--- config.mk ---
export PLATFORM = sky130hd
export DESIGN_NAME = data_mem_responder
export DESIGN_NICKNAME = d
export VERILOG_FILES = /design/src/rtl/mips_mem_pkg.sv /design/src/rtl/mem_word_array.sv /design/src/rtl/data_mem_responder.sv
export SDC_FILE = /design/constraint.sdc
export NUM_CORES = 2
export LEC_CHECK = 0
export CAP_MARGIN = 25
export CORE_MARGIN = 4
export CORE_UTILIZATION = 36
export DETAILED_ROUTE_END_ITERATION = 12
export PLACE_DENSITY = 0.49
export RECOVER_POWER = 50
export SLEW_MARGIN = 20
export SYNTH_ARGS = -nofsm -noshare
export SYNTH_HDL_FRONTEND = slang
export SYNTH_SLANG_ARGS = --single-unit
--- constraint.sdc ---
create_clock -name clk -period 3.9 [get_ports clk]
set_clock_uncertainty 0.05 [all_clocks]
set_input_delay 0.78 -clock clk [delete_from_list [all_inputs] [get_ports clk]]
set_output_delay 0.78 -clock clk [all_outputs]
set_load 0.01 [all_outputs]
--- src/rtl/mips_mem_pkg.sv ---
// Shared types and widths for the data memory responder and its storage array.
// The optional error feature is selected by the MEM_RESP_ERR_EN macro in data_mem_responder.
package mips_mem_pkg;

  localparam int WORD_W = 32;
  localparam int BE_W   = 4;
  localparam int CNT_W  = 4;

  typedef enum logic [1:0] {
    ST_IDLE = 2'd0,
    ST_WAIT = 2'd1,
    ST_RESP = 2'd2
  } state_e;

endpackage

--- src/rtl/mem_word_array.sv ---
// Word storage built from one byte-wide RAM per byte lane; synchronous byte-enabled
// write port and a registered read port. Contents are never reset.
module mem_word_array
  import mips_mem_pkg::*;
#(
  parameter int DEPTH_WORDS = 64,
  parameter int AW          = $clog2(DEPTH_WORDS)
) (
  input  logic              clk,
  input  logic              wr_en,
  input  logic [AW-1:0]     wr_idx,
  input  logic [WORD_W-1:0] wr_data,
  input  logic [BE_W-1:0]   wr_be,
  input  logic [AW-1:0]     rd_idx,
  output logic [WORD_W-1:0] rd_data
);

  // Splitting by lane keeps each RAM single-writer, so partial writes infer cleanly.
  generate
    for (genvar gi = 0; gi < BE_W; gi++) begin : g_lane
      logic [7:0] lane_mem [DEPTH_WORDS];
      logic [7:0] rd_byte_d;
      logic [7:0] rd_byte_q;

      always_comb begin
        rd_byte_d = lane_mem[rd_idx];
      end

      always_ff @(posedge clk) begin
        if (wr_en && wr_be[gi]) begin
          lane_mem[wr_idx] <= wr_data[8*gi +: 8];
        end
        rd_byte_q <= rd_byte_d;
      end

      assign rd_data[8*gi +: 8] = rd_byte_q;
    end
  endgenerate

endmodule

--- src/rtl/data_mem_responder.sv ---
// Single-outstanding data memory responder: accept, WAIT_CYCLES wait states, then a held response.
// Define MEM_RESP_ERR_EN to fault misaligned or out-of-range addresses instead of wrapping.
module data_mem_responder
  import mips_mem_pkg::*;
#(
  parameter int DEPTH_WORDS = 64,
  parameter int WAIT_CYCLES = 2
) (
  input  logic              clk,
  input  logic              reset,
  input  logic              req_valid,
  output logic              req_ready,
  input  logic              req_write,
  input  logic [31:0]       req_addr,
  input  logic [WORD_W-1:0] req_wdata,
  input  logic [BE_W-1:0]   req_be,
  output logic              rsp_valid,
  input  logic              rsp_ready,
  output logic [WORD_W-1:0] rsp_rdata,
  output logic              rsp_err
);

  localparam int AW = $clog2(DEPTH_WORDS);

  state_e            state_q, state_d;
  logic [CNT_W-1:0]  cnt_q, cnt_d;
  logic              write_q, write_d;
  logic [AW-1:0]     idx_q, idx_d;
  logic [WORD_W-1:0] wdata_q, wdata_d;
  logic [BE_W-1:0]   be_q, be_d;
  logic              err_q, err_d;
  logic              rsp_valid_q, rsp_valid_d;
  logic [WORD_W-1:0] rsp_rdata_q, rsp_rdata_d;
  logic              rsp_err_q, rsp_err_d;

  logic [AW-1:0]     req_idx;
  logic              req_fault;
  logic              accept;
  logic              mem_we;
  logic [AW-1:0]     rd_idx;
  logic [WORD_W-1:0] mem_rdata;

  assign req_idx = req_addr[2 +: AW];

`ifdef MEM_RESP_ERR_EN
  assign req_fault = (req_addr[1:0] != 2'b00) || (req_addr >= 32'(4 * DEPTH_WORDS));
`else
  logic unused_addr_bits;
  assign unused_addr_bits = ^{req_addr[1:0], req_addr[31:2+AW]};
  assign req_fault = 1'b0;
`endif

  assign req_ready = (state_q == ST_IDLE) && !reset;
  assign accept    = req_valid && req_ready;
  assign rsp_valid = rsp_valid_q;
  assign rsp_rdata = rsp_rdata_q;
  assign rsp_err   = rsp_err_q;

  // Address the RAM from the live request while idle so the word is ready even with zero wait states.
  assign rd_idx = (state_q == ST_IDLE) ? req_idx : idx_q;

  always_comb begin
    state_d     = state_q;
    cnt_d       = cnt_q;
    write_d     = write_q;
    idx_d       = idx_q;
    wdata_d     = wdata_q;
    be_d        = be_q;
    err_d       = err_q;
    rsp_valid_d = rsp_valid_q;
    rsp_rdata_d = rsp_rdata_q;
    rsp_err_d   = rsp_err_q;
    mem_we      = 1'b0;

    case (state_q)
      ST_IDLE: begin
        if (accept) begin
          write_d = req_write;
          idx_d   = req_idx;
          wdata_d = req_wdata;
          be_d    = req_be;
          err_d   = req_fault;
          cnt_d   = CNT_W'(WAIT_CYCLES);
          state_d = ST_WAIT;
        end
      end
      ST_WAIT: begin
        if (cnt_q == '0) begin
          state_d     = ST_RESP;
          rsp_valid_d = 1'b1;
          rsp_err_d   = err_q;
          if (err_q || write_q) begin
            rsp_rdata_d = '0;
            mem_we      = write_q && !err_q;
          end else begin
            rsp_rdata_d = mem_rdata;
          end
        end else begin
          cnt_d = cnt_q - CNT_W'(1);
        end
      end
      ST_RESP: begin
        if (rsp_ready) begin
          state_d     = ST_IDLE;
          rsp_valid_d = 1'b0;
          rsp_rdata_d = '0;
          rsp_err_d   = 1'b0;
        end
      end
      default: begin
        state_d = ST_IDLE;
      end
    endcase
  end

  always_ff @(posedge clk or posedge reset) begin
    if (reset) begin
      state_q     <= ST_IDLE;
      cnt_q       <= '0;
      write_q     <= 1'b0;
      idx_q       <= '0;
      wdata_q     <= '0;
      be_q        <= '0;
      err_q       <= 1'b0;
      rsp_valid_q <= 1'b0;
      rsp_rdata_q <= '0;
      rsp_err_q   <= 1'b0;
    end else begin
      state_q     <= state_d;
      cnt_q       <= cnt_d;
      write_q     <= write_d;
      idx_q       <= idx_d;
      wdata_q     <= wdata_d;
      be_q        <= be_d;
      err_q       <= err_d;
      rsp_valid_q <= rsp_valid_d;
      rsp_rdata_q <= rsp_rdata_d;
      rsp_err_q   <= rsp_err_d;
    end
  end

  mem_word_array #(
    .DEPTH_WORDS (DEPTH_WORDS),
    .AW          (AW)
  ) u_mem (
    .clk     (clk),
    .wr_en   (mem_we),
    .wr_idx  (idx_q),
    .wr_data (wdata_q),
    .wr_be   (be_q),
    .rd_idx  (rd_idx),
    .rd_data (mem_rdata)
  );

endmodule

==> results.ini <==
[drt]
drc = 0
dr.pass1.iters = 6
wl_um = 271000
via_count = 51400
drtAntennaViolNets = 0
first_iter_violations = 5895
wire_per_inst_um = 29.6
vias_per_cell = 5.62

[worst_setup_path]
cp_cell_sequence = o21a_4, nor2_4, buf_12, buf_12, buf_4, mux4_2, a22oi_1, nand2_1, or4_1
r2r_slack_ns = 0.24
cp_max_fo = 22
cp.required_ns = 4.57
slowest_delay_ns = 0.55
end_kind = register
path_class = reg -> reg
worstPathArrival_ns = 4.33
cp_common_cell = buf_12
start_kind = register
crit_slowest_cell = dfrtp_1

[yosys]
syn_area_mm2 = 0.0870
synth_common_cells = edfxtp_1, nand3_1, o211ai_1, clkbuf_1, nand2_1
synth_top_cell_area_share = 0.707
synth_edf_count = 2048
synth_fp_nets = 5418
synthArstFlopShare = 0.0379
yosysMostFrequentCell = edfxtp_1
synth.avg_cell_area_um2 = 16.3
yosysUniqueCellTypes = 48
synth_warnings = 0
synth_cells = 5343
yosys_most_used_dff = edfxtp_1
ys_ff_latch = 2162
synth_top_area_cell = edfxtp_1
synth-seq-area-share = 0.738
synth_area_leaders = edfxtp_1, mux4_2, o211ai_1

[cts]
ctsResizeCount = 0
clk_path_buf_depth = 3
ctsHoldBuffers = 0
cts_htree_levels = 4
clk_transition_reported_paths_ns = 0.06
cts-root-buf = clkbuf_16
postCtsSetupRepairBufs = 0
cts_tree = yes
cts-buffers-inserted = 220
insertion_delay_ns = 0.86
clock-sinks = 2162

[cells_and_area]
fin_util = 0.426
fin_nets = 5844
final_area_mm2 = 0.102
nFillCells = 21700
drive_above_1_share = 0.196
syn_to_final_growth_pct = 17.7
final_cells = 9161

[placement]
hpwl_um = 176000
post-place-cells = 8729
numPortBuffers = 80
place_congestion = 0.838
placed_area_mm2 = 0.0952

[job]
cap_violations = 35

[floorplan]
row_count = 180
die_h_um = 500
start_util = 0.362
io_pins = 108
die_w_um = 500
dieArea_mm2 = 0.250
fp.coreArea_mm2 = 0.241

[sta]
maxSlewViolCount = 1389
slew_headroom = -1.08
hold_viol = 0
period_needed_ns = 3.66
fmax_mhz = 274
tns_ns = 0
whs_ns = 0.410
setup_viol = 0
rsz0062_at_grt = no
tightestPinTransition_ns = 3.12
period_share = 0.937

[global_routing]
grt_pass1_wl_um = 384000
antenna_found_initial = 37
grt_pass1_vias = 50700
grtUsageTotal = 0.213
grt_start_max_net_pins = 148
gr-total-overflow = 0

[pwr]
p_switching_w = 0.0269
irDropWorstVdd_uv = 669
leakagePower_nw = 32.8
p_int_w = 0.0509
comb_power_share = 0.314
p_clk_frac = 0.275
netSwitchingFraction = 0.346
p_seq_frac = 0.411
powerDensity_mw_per_mm2 = 760

[outcome]
violations = max-capacitance violations, max-slew violations
outcome = finished with violations

[hold_path]
hold_path_class = reg -> reg

## flip-flops by register name, indices dropped and copies added (netlist names)
name,flops
state_q,2
write_q,1
rsp_rdata,32
wdata_q,32
idx_q,6
u_mem.g_lane.lane_mem,2048
u_mem.g_lane.rd_byte_q,32
cnt_q,4
rsp_valid,1
be_q,4
## power by group through the flow
| stage | Sequential (W) | Combinational (W) | Clock [W] |
|---|---|---|---|
| 2_1_floorplan | 0.0317 | 0.0131 | 0 |
| 3_3_place_gp | 0.0323 | 0.0246 | 0 |
| 3_5_place_dp | 0.0324 | 0.0248 | 0 |
| 4_1_cts | 0.0319 | 0.0249 | 0.0218 |
| 5_1_grt | 0.0322 | 0.0261 | 0.0228 |
| 6_report | 0.0320 | 0.0244 | 0.0214 |
## placed cells by master, fill, tap and decap left out, types with 40 or more instances in the layout
cell,instances
buf_4,430
clkbuf_1,71
clkinv_2,55
a21oi_1,64
a22oi_1,96
nand4_1,64
mux2i_1,225
nand2b_1,163
nand3_1,354
o21ai_0,292
nor2_1,269
a32o_1,64
dfrtp_1,78
mux2_2,40
edfxtp_1,2048
o211ai_1,352
clkinv_1,49
nand2_1,296
nor3_1,71
mux4_2,256
clkdlybuf4s50_1,79
clkbuf_16,223
buf_12,63
## critical path, delay by kind of cell (launching register included)
family                 cells  cell delay, ns
and+or+nand+nor            3            0.76
buffers and inverters      3            0.85
DFF                        1            0.55
muxes                      1            0.54
AOI/OAI and AO/OA          2            0.72
## cell type report
cell class | instances | area [µm²] | area share
Tap cell | 3185 | 3990 | 0.0389
Clock buffer | 265 | 5780 | 0.0564
Sequential cell | 2162 | 64200 | 0.627
Multi-Input combinational cell | 2764 | 21400 | 0.209
Timing Repair Buffer | 612 | 5490 | 0.0536
Inverter | 9 | 35.0 | 0.000342
Antenna cell | 12 | 30.0 | 0.000293
Clock inverter | 152 | 1550 | 0.0151
## metal layers
metal  GRT usage  wire, µm
met2       0.338    128000
met5           0        79
met4      0.0767      9950
met1       0.294    114000
met3      0.0403     18800
## through the flow
stage | power (W) | setup slack [ns]
after floorplan | 0.0448 | 0.0147
after global placement | 0.0569 | -0.0540
after detailed placement | 0.0572 | -0.0325
after CTS | 0.0786 | 0.161
after global routing | 0.0811 | 0.0593
final | 0.0778 | 0.244
## worst paths after layout
check                                                     start                                    to  depth (start not counted)
setup / recovery                         state_q[1]$_DFFE_PP0P_  u_mem.g_lane[0].rd_byte_q[1]$_DFF_P_                          9
hold reg to reg            u_mem.g_lane[2].rd_byte_q[7]$_DFF_P_             rsp_rdata[23]$_DFFE_PP0P_                          1
hold / removal             u_mem.g_lane[2].rd_byte_q[7]$_DFF_P_             rsp_rdata[23]$_DFFE_PP0P_                          1
max in group asynchronous                                 reset                  idx_q[0]$_DFFE_PP0P_                          3
min in group asynchronous                                 reset               wdata_q[31]$_DFFE_PP0P_                          3
setup reg to reg                         state_q[1]$_DFFE_PP0P_  u_mem.g_lane[0].rd_byte_q[1]$_DFF_P_                          9
## logic make-up (layout without fill, tap and decap cells)
| kind of cell | count (synthesis) | in the layout | share of synthesized area |
|---|---|---|---|
| flops | 2162 | 2162 | 0.738 |
| simple gates | 1289 | 1289 | 0.0707 |
| compound gates | 947 | 947 | 0.0741 |
| mux | 523 | 523 | 0.0975 |
| buf+inv | 417 | 1038 | 0.0195 |
| fa+ha+maj | 2 | 2 | 0.000288 |
| xor+xnor | 2 | 2 | 0.000201 |
| other cells | 1 | 13 | 0.0000431 |
(Power assumes the default switching activity.)
